[config.mk]
export PLATFORM = sky130hd
export DESIGN_NAME = vga_tile_capture
export DESIGN_NICKNAME = d
export VERILOG_FILES = /design/src/rtl/vga_tile_capture.sv
export SDC_FILE = /design/constraint.sdc
export NUM_CORES = 2
export LEC_CHECK = 0
export ABC_AREA = 1
export CAP_MARGIN = 25
export CORE_MARGIN = 4
export CORE_UTILIZATION = 35
export DETAILED_ROUTE_END_ITERATION = 8
export PLACE_DENSITY = 0.57
export SYNTH_ARGS = -nofsm -noshare
export SYNTH_HDL_FRONTEND = slang
export SYNTH_SLANG_ARGS = --single-unit
export TNS_END_PERCENT = 1
[constraint.sdc]
create_clock -name clk -period 3.7 [get_ports clk]
set_input_delay 0.925 -clock clk [delete_from_list [all_inputs] [get_ports clk]]
set_output_delay 0.925 -clock clk [all_outputs]
set_load 0.01 [all_outputs]
[src/rtl/vga_tile_capture.sv]
// vga_tile_capture
//   Receive-side monitor for a 640x480 VGA stream. Samples hsync/vsync/RGB on
//   each pixel strobe, measures line and frame lengths, and captures the colour
//   at the centre of each tile of a 4x4 board. Captures land in a shadow grid
//   and are copied to the committed grid only when the frame timing is good.
//
// Ports:
//   clk, rst            system clock, synchronous active-high reset
//   pix_en              pixel strobe; stream inputs sampled only when high
//   hsync, vsync        active-low syncs
//   red, green, blue    pixel colour
//   tile_sel            readout index, row*4+col
//   tile_rgb            committed {r,g,b} of tile_sel, one clk latency
//   frame_valid         one-clk pulse per committed frame
//   locked              LOCK_FRAMES consecutive good frames seen
//   err_count           saturating count of bad frames
//   h_len, v_len        last measured line / frame length
//
// state   | meaning
// SEARCH  | waiting for the first vsync fall; stream ignored
// ACQUIRE | sampling tiles, fewer than LOCK_FRAMES good frames in a row
// LOCKED  | sampling tiles, LOCK_FRAMES good frames in a row

module vga_tile_capture #(
  parameter int H_TOTAL     = 800,
  parameter int V_TOTAL     = 525,
  parameter int H_VIS_START = 144,
  parameter int V_VIS_START = 35,
  parameter int GRID_X0     = 80,
  parameter int GRID_Y0     = 0,
  parameter int TILE_PITCH  = 120,
  parameter int LOCK_FRAMES = 2
) (
  input  logic        clk,
  input  logic        rst,
  input  logic        pix_en,
  input  logic        hsync,
  input  logic        vsync,
  input  logic [7:0]  red,
  input  logic [7:0]  green,
  input  logic [7:0]  blue,
  input  logic [3:0]  tile_sel,
  output logic [23:0] tile_rgb,
  output logic        frame_valid,
  output logic        locked,
  output logic [7:0]  err_count,
  output logic [10:0] h_len,
  output logic [9:0]  v_len
);

  typedef enum logic [1:0] {SEARCH = 2'd0, ACQUIRE = 2'd1, LOCKED = 2'd2} state_t;

  localparam logic [10:0] H_TOTAL_W = 11'(H_TOTAL);
  localparam logic [9:0]  V_TOTAL_W = 10'(V_TOTAL);
  localparam logic [7:0]  LOCK_W    = 8'(LOCK_FRAMES);

  state_t      state_q, state_d;
  logic        hs_prev_q, hs_prev_d, vs_prev_q, vs_prev_d;
  logic [10:0] hcnt_q, hcnt_d, h_len_q, h_len_d;
  logic [9:0]  vcnt_q, vcnt_d, v_len_q, v_len_d;
  logic        bad_q, bad_d, exempt_q, exempt_d, fv_q, fv_d;
  logic [7:0]  good_q, good_d, err_q, err_d;
  logic [23:0] tile_rgb_q, tile_rgb_d;
  logic [23:0] shadow_q [16];
  logic [23:0] shadow_d [16];
  logic [23:0] grid_q [16];
  logic [23:0] grid_d [16];

  logic        h_fall, v_fall, line_bad, frame_good, eval, commit;
  logic [10:0] line_len;
  logic [9:0]  frame_len;
  logic [7:0]  good_inc;

  assign h_fall    = pix_en & hs_prev_q & ~hsync;
  assign v_fall    = pix_en & vs_prev_q & ~vsync;
  assign line_len  = hcnt_q + 11'd1;
  // When both syncs fall together the line that just ended still belongs
  // to the finishing frame, so count it.
  assign frame_len = h_fall ? vcnt_q + 10'd1 : vcnt_q;
  assign line_bad  = h_fall && (line_len != H_TOTAL_W) && !exempt_q && (state_q != SEARCH);
  assign frame_good = !bad_q && !line_bad && (frame_len == V_TOTAL_W);
  assign eval      = v_fall && (state_q != SEARCH);
  assign commit    = eval && frame_good;
  assign good_inc  = (good_q >= LOCK_W - 8'd1) ? LOCK_W : good_q + 8'd1;

  // state register
  always_ff @(posedge clk) begin
    if (rst) state_q <= SEARCH;
    else     state_q <= state_d;
  end

  // next state
  always_comb begin
    state_d = state_q;
    case (state_q)
      SEARCH:  if (v_fall) state_d = ACQUIRE;
      ACQUIRE, LOCKED: begin
        if (commit && good_inc == LOCK_W) state_d = LOCKED;
        else if (eval && !frame_good)     state_d = ACQUIRE;
      end
      default: state_d = SEARCH;
    endcase
  end

  // outputs
  always_comb begin
    locked      = (state_q == LOCKED);
    frame_valid = fv_q;
    tile_rgb    = tile_rgb_q;
    err_count   = err_q;
    h_len       = h_len_q;
    v_len       = v_len_q;
  end

  // datapath
  always_comb begin
    hs_prev_d  = hs_prev_q;
    vs_prev_d  = vs_prev_q;
    hcnt_d     = hcnt_q;
    vcnt_d     = vcnt_q;
    h_len_d    = h_len_q;
    v_len_d    = v_len_q;
    bad_d      = bad_q;
    exempt_d   = exempt_q;
    good_d     = good_q;
    err_d      = err_q;
    fv_d       = 1'b0;
    shadow_d   = shadow_q;
    grid_d     = grid_q;
    tile_rgb_d = grid_q[tile_sel];

    // The line measured from reset or from SEARCH is arbitrary, so skip it.
    if (state_q == SEARCH) exempt_d = 1'b1;
    else if (h_fall)       exempt_d = 1'b0;

    if (pix_en) begin
      hs_prev_d = hsync;
      vs_prev_d = vsync;
      if (h_fall)                hcnt_d = 11'd0;
      else if (hcnt_q != 11'h7FF) hcnt_d = hcnt_q + 11'd1;
      if (v_fall)                                vcnt_d = 10'd0;
      else if (h_fall && vcnt_q != 10'h3FF)      vcnt_d = vcnt_q + 10'd1;
      if (h_fall) h_len_d = line_len;
      if (v_fall) v_len_d = frame_len;
    end

    if (v_fall)        bad_d = 1'b0;
    else if (line_bad) bad_d = 1'b1;

    if (state_q == SEARCH && v_fall) begin
      for (int i = 0; i < 16; i++) shadow_d[i] = 24'd0;
    end

    // Position checks use the post-update counts, i.e. the index of the
    // pixel being sampled right now (0 on the sync-fall pixel).
    if (pix_en && state_q != SEARCH) begin
      for (int r = 0; r < 4; r++) begin
        for (int c = 0; c < 4; c++) begin
          if (hcnt_d == 11'(H_VIS_START + GRID_X0 + c*TILE_PITCH + TILE_PITCH/2) &&
              vcnt_d == 10'(V_VIS_START + GRID_Y0 + r*TILE_PITCH + TILE_PITCH/2))
            shadow_d[r*4+c] = {red, green, blue};
        end
      end
    end

    if (commit) begin
      grid_d = shadow_q;
      good_d = good_inc;
      fv_d   = 1'b1;
    end else if (eval) begin
      good_d = 8'd0;
      if (err_q != 8'hFF) err_d = err_q + 8'd1;
    end
  end

  always_ff @(posedge clk) begin
    if (rst) begin
      hs_prev_q  <= 1'b1;
      vs_prev_q  <= 1'b1;
      hcnt_q     <= '0;
      vcnt_q     <= '0;
      h_len_q    <= '0;
      v_len_q    <= '0;
      bad_q      <= 1'b0;
      exempt_q   <= 1'b0;
      good_q     <= '0;
      err_q      <= '0;
      fv_q       <= 1'b0;
      tile_rgb_q <= '0;
      shadow_q   <= '{default: '0};
      grid_q     <= '{default: '0};
    end else begin
      hs_prev_q  <= hs_prev_d;
      vs_prev_q  <= vs_prev_d;
      hcnt_q     <= hcnt_d;
      vcnt_q     <= vcnt_d;
      h_len_q    <= h_len_d;
      v_len_q    <= v_len_d;
      bad_q      <= bad_d;
      exempt_q   <= exempt_d;
      good_q     <= good_d;
      err_q      <= err_d;
      fv_q       <= fv_d;
      tile_rgb_q <= tile_rgb_d;
      shadow_q   <= shadow_d;
      grid_q     <= grid_d;
    end
  end

endmodule

==> run metrics <==
first-pass GRT wire length=191000 µm; Reg2Reg Launch Point=vcnt_q[0]; startpoint types=input port; die area=116000 µm²; Setup Crit Path Kind=in -> reg; total track usage=20.4%; post-DP HPWL=73000 µm; CTS Hold Bufs=0; sequential element share of the synthesized area=44.3%; YS warnings=0; final RePlAce weighted congestion=0.829; asr flop ratio synth=0%; Unique masters post-synth=43; Chip Width=341 µm; initial antenna violation count=1; antenna viol nets, final=0; PortBufs=87; final core utilization=41.7%; layout cells sized above 1=7.77%; FMAX=323 MHz; r2r endpoint=shadow_q[125]; via/cell ratio=4.94; CTS tree=done; PostCTS Resize Cnt=0; normalized max-slew margin=41.6%; Power Density=453 nW/µm²; Longest Clk Path Bufs=3; crit path time final=3.10 ns; clock sink count=857; Max VDD drop=312 µV; Leakage=18.7 nW; Hold WS=0.448 ns; post-CTS setup repair buffer count=0; FF-to-FF setup slack=0.66 ns; pre-CTS setup slack=-0.0827 ns; compound-cell area share of the yosys netlist=17.3%; vias in the first global route=33020; main combinational cell family by area after synthesis=simple AND/OR/NAND/NOR gates; DRT iter0 DRCs=2435; die height=341 µm; Yosys top cell by area=dfxtp_1; Final Hold Viols=0; WL/cell=17.0 µm; fillcell total=11386; Clock Latency Late Sink=0.67 ns; Hold Crit Start=grid_q[8]; Worst-Margin Slew=0.877 ns; Post-Synth Adder-Cell Area=0.291%; Max Cap Viol=0; Clock Skews=0.0183 ns; routed vias=35343; GRT overflow=0; Synth Cell Area=38700 µm²; Max Slew Vio Count=0; area grow syn2layout=17.8%; H-tree levels=3; simple-gate area share of the yosys netlist=27.9%; # IOs=88; critical path peak fanout=9; DRC viols=0; Routed WL=121000 µm; RSZ-0062 raised after global routing=no; syn_area_per_cell=6.85 µm²; worst min-delay path class=reg -> reg; Inserted Clock Buffers=95; Critical Path End Type=register; Synth Flop Type=dfxtp_1; Worst-path clk slew=0.06 ns; fin crit share=83.8%; area share of the largest cell type after synthesis=44.3%; final net count=5643; pin count of the biggest net entering global routing=106; Post-synth EDFFs=0; WHS Endpoint=grid_q[8]; PnR worst setup slack=0.601 ns; status=finished, final reports clean; critical path required time=4.29 ns; row count=121; Final Setup Violations=0; top cells by area, synth=dfxtp_1 44%, nor2_1 11%, nand2_1 9.0%; mux contribution to synthesized area=0.0258%; Initial Util=35.4%; reg2reg path depth=15; Hold Path Stages=2; DRT Pass-1 Iters=5; Crit. Startpoint=pix_en; Critical Path AT=3.69 ns; CTS Root Cell=clkbuf_16; core footprint=109000 µm²; XOR/XNOR Fraction of Synth Area=0.204%; number of synthesized register bits=857; synthesized net count=5696; Post-Synthesis Cells=5654
[critical path, cell delays in order]
cell and delay (ns):
clkdlybuf4s50_1 0.50, nand3_2 0.14, inv_2 0.20, nand2_2 0.13, buf_4 0.17, nand2_1 0.05
nand3_1 0.10, nor2_1 0.18, buf_4 0.14, nand4_2 0.14, nor2_4 0.19, inv_2 0.08
nor2_4 0.36, buf_12 0.22, nor2_1 0.05, nor2_1 0.09
[metrics by stage]
stage	instance area, µm²	TNS (ns)	power, mW	cells
floorplan	38700	0	10.5	5654
global placement	42400	-1.10	11.2	6980
detailed placement	42400	-1.61	11.2	6980
CTS	45600	0	20.9	7154
global route	45600	0	21.4	7154
finish	45600	0	20.7	7155
[per-layer routing]
layer	GRT usage, %	wire, µm	up-vias
met1	26.4	54600	16436
met3	2.35	5240	144
li1	-	-	18014
met4	5.20	2530	0
met2	36.1	59000	749
met5	0	0	-
[final cells by class]
cell class                 instances  area (µm²)  share of cell area, %
inverter                         460        1750                   3.83
antenna                            1        2.50                0.00549
tap                             1476        1850                   4.05
multi-input combinational       3866       17800                   38.9
clock inverter                    28         240                  0.527
timing repair buffer             321        3890                   8.52
clock buffer                     146        2970                   6.50
sequential                       857       17200                   37.6
[where the power goes]
group / switching [mW] / internal (mW)
combinational: 1.15 / 0.532
sequential: 0.0333 / 9.28
clock: 3.96 / 5.72
total: 5.15 / 15.5
[cells by family after synthesis]
kind of cell	count (synthesis)
XOR/XNOR	9
AND/OR/NAND/NOR	2653
multiplexers	1
buffers and inverters	931
adder cells (fa/ha/maj)	9
flip-flops	857
AO/OA/AOI/OAI	1194
[registers in the layout, summed over array words and instances, names as in the netlist]
name	flops
err_count	8
v_len	10
state_q	2
frame_valid	1
good_q	8
bad_q	1
grid_q	384
vs_prev_q	1
hcnt_q	11
vcnt_q	10
exempt_q	1
h_len	11
shadow_q	384
tile_rgb	24
hs_prev_q	1
[how the worst max path moves through the flow]
stage	to	slack (ns)	cells past startpoint
6_report	shadow_q[125]	0.60	16
5_1_grt	shadow_q[132]	0.34	16
4_1_cts	shadow_q[133]	0.61	16
3_5_place_dp	shadow_q[131]	-0.08	16
3_3_place_gp	shadow_q[142]	-0.06	16
2_1_floorplan	shadow_q[291]	0.83	15
[layout by cell type (no fill, tap or decap), types with 11 or more instances in the layout]
cell             instances
clkbuf_1                18
o211ai_1                78
clkdlybuf4s50_1         82
buf_12                 101
nand3_1                520
nand2_1                926
dfxtp_1                857
clkbuf_16              101
a21oi_1                313
clkbuf_8                27
nor2_1                1147
clkinv_2                21
nor3_1                  12
nand4_1                 12
inv_2                   11
nor2_4                  12
o21ai_0                589
a21boi_0               189
inv_1                  444
buf_4                  135
[cells in the mapped netlist, types with 3 or more instances]
cell type	instances
a21boi_0	189
a21boi_1	4
a21oi_1	313
buf_1	59
buf_2	103
buf_4	24
buf_6	19
clkbuf_1	266
dfxtp_1	857
ha_1	9
inv_1	444
inv_2	15
nand2_1	928
nand2_2	3
nand3_1	520
nand4_1	12
nand4_2	3
nor2_1	1148
nor2_2	9
nor2_4	6
nor3_1	12
nor4_1	3
o211ai_1	78
o21ai_0	589
o21ai_1	6
o221ai_1	3
o32ai_1	3
xor2_1	7
No activity file was read; power rests on OpenSTA's default activity.
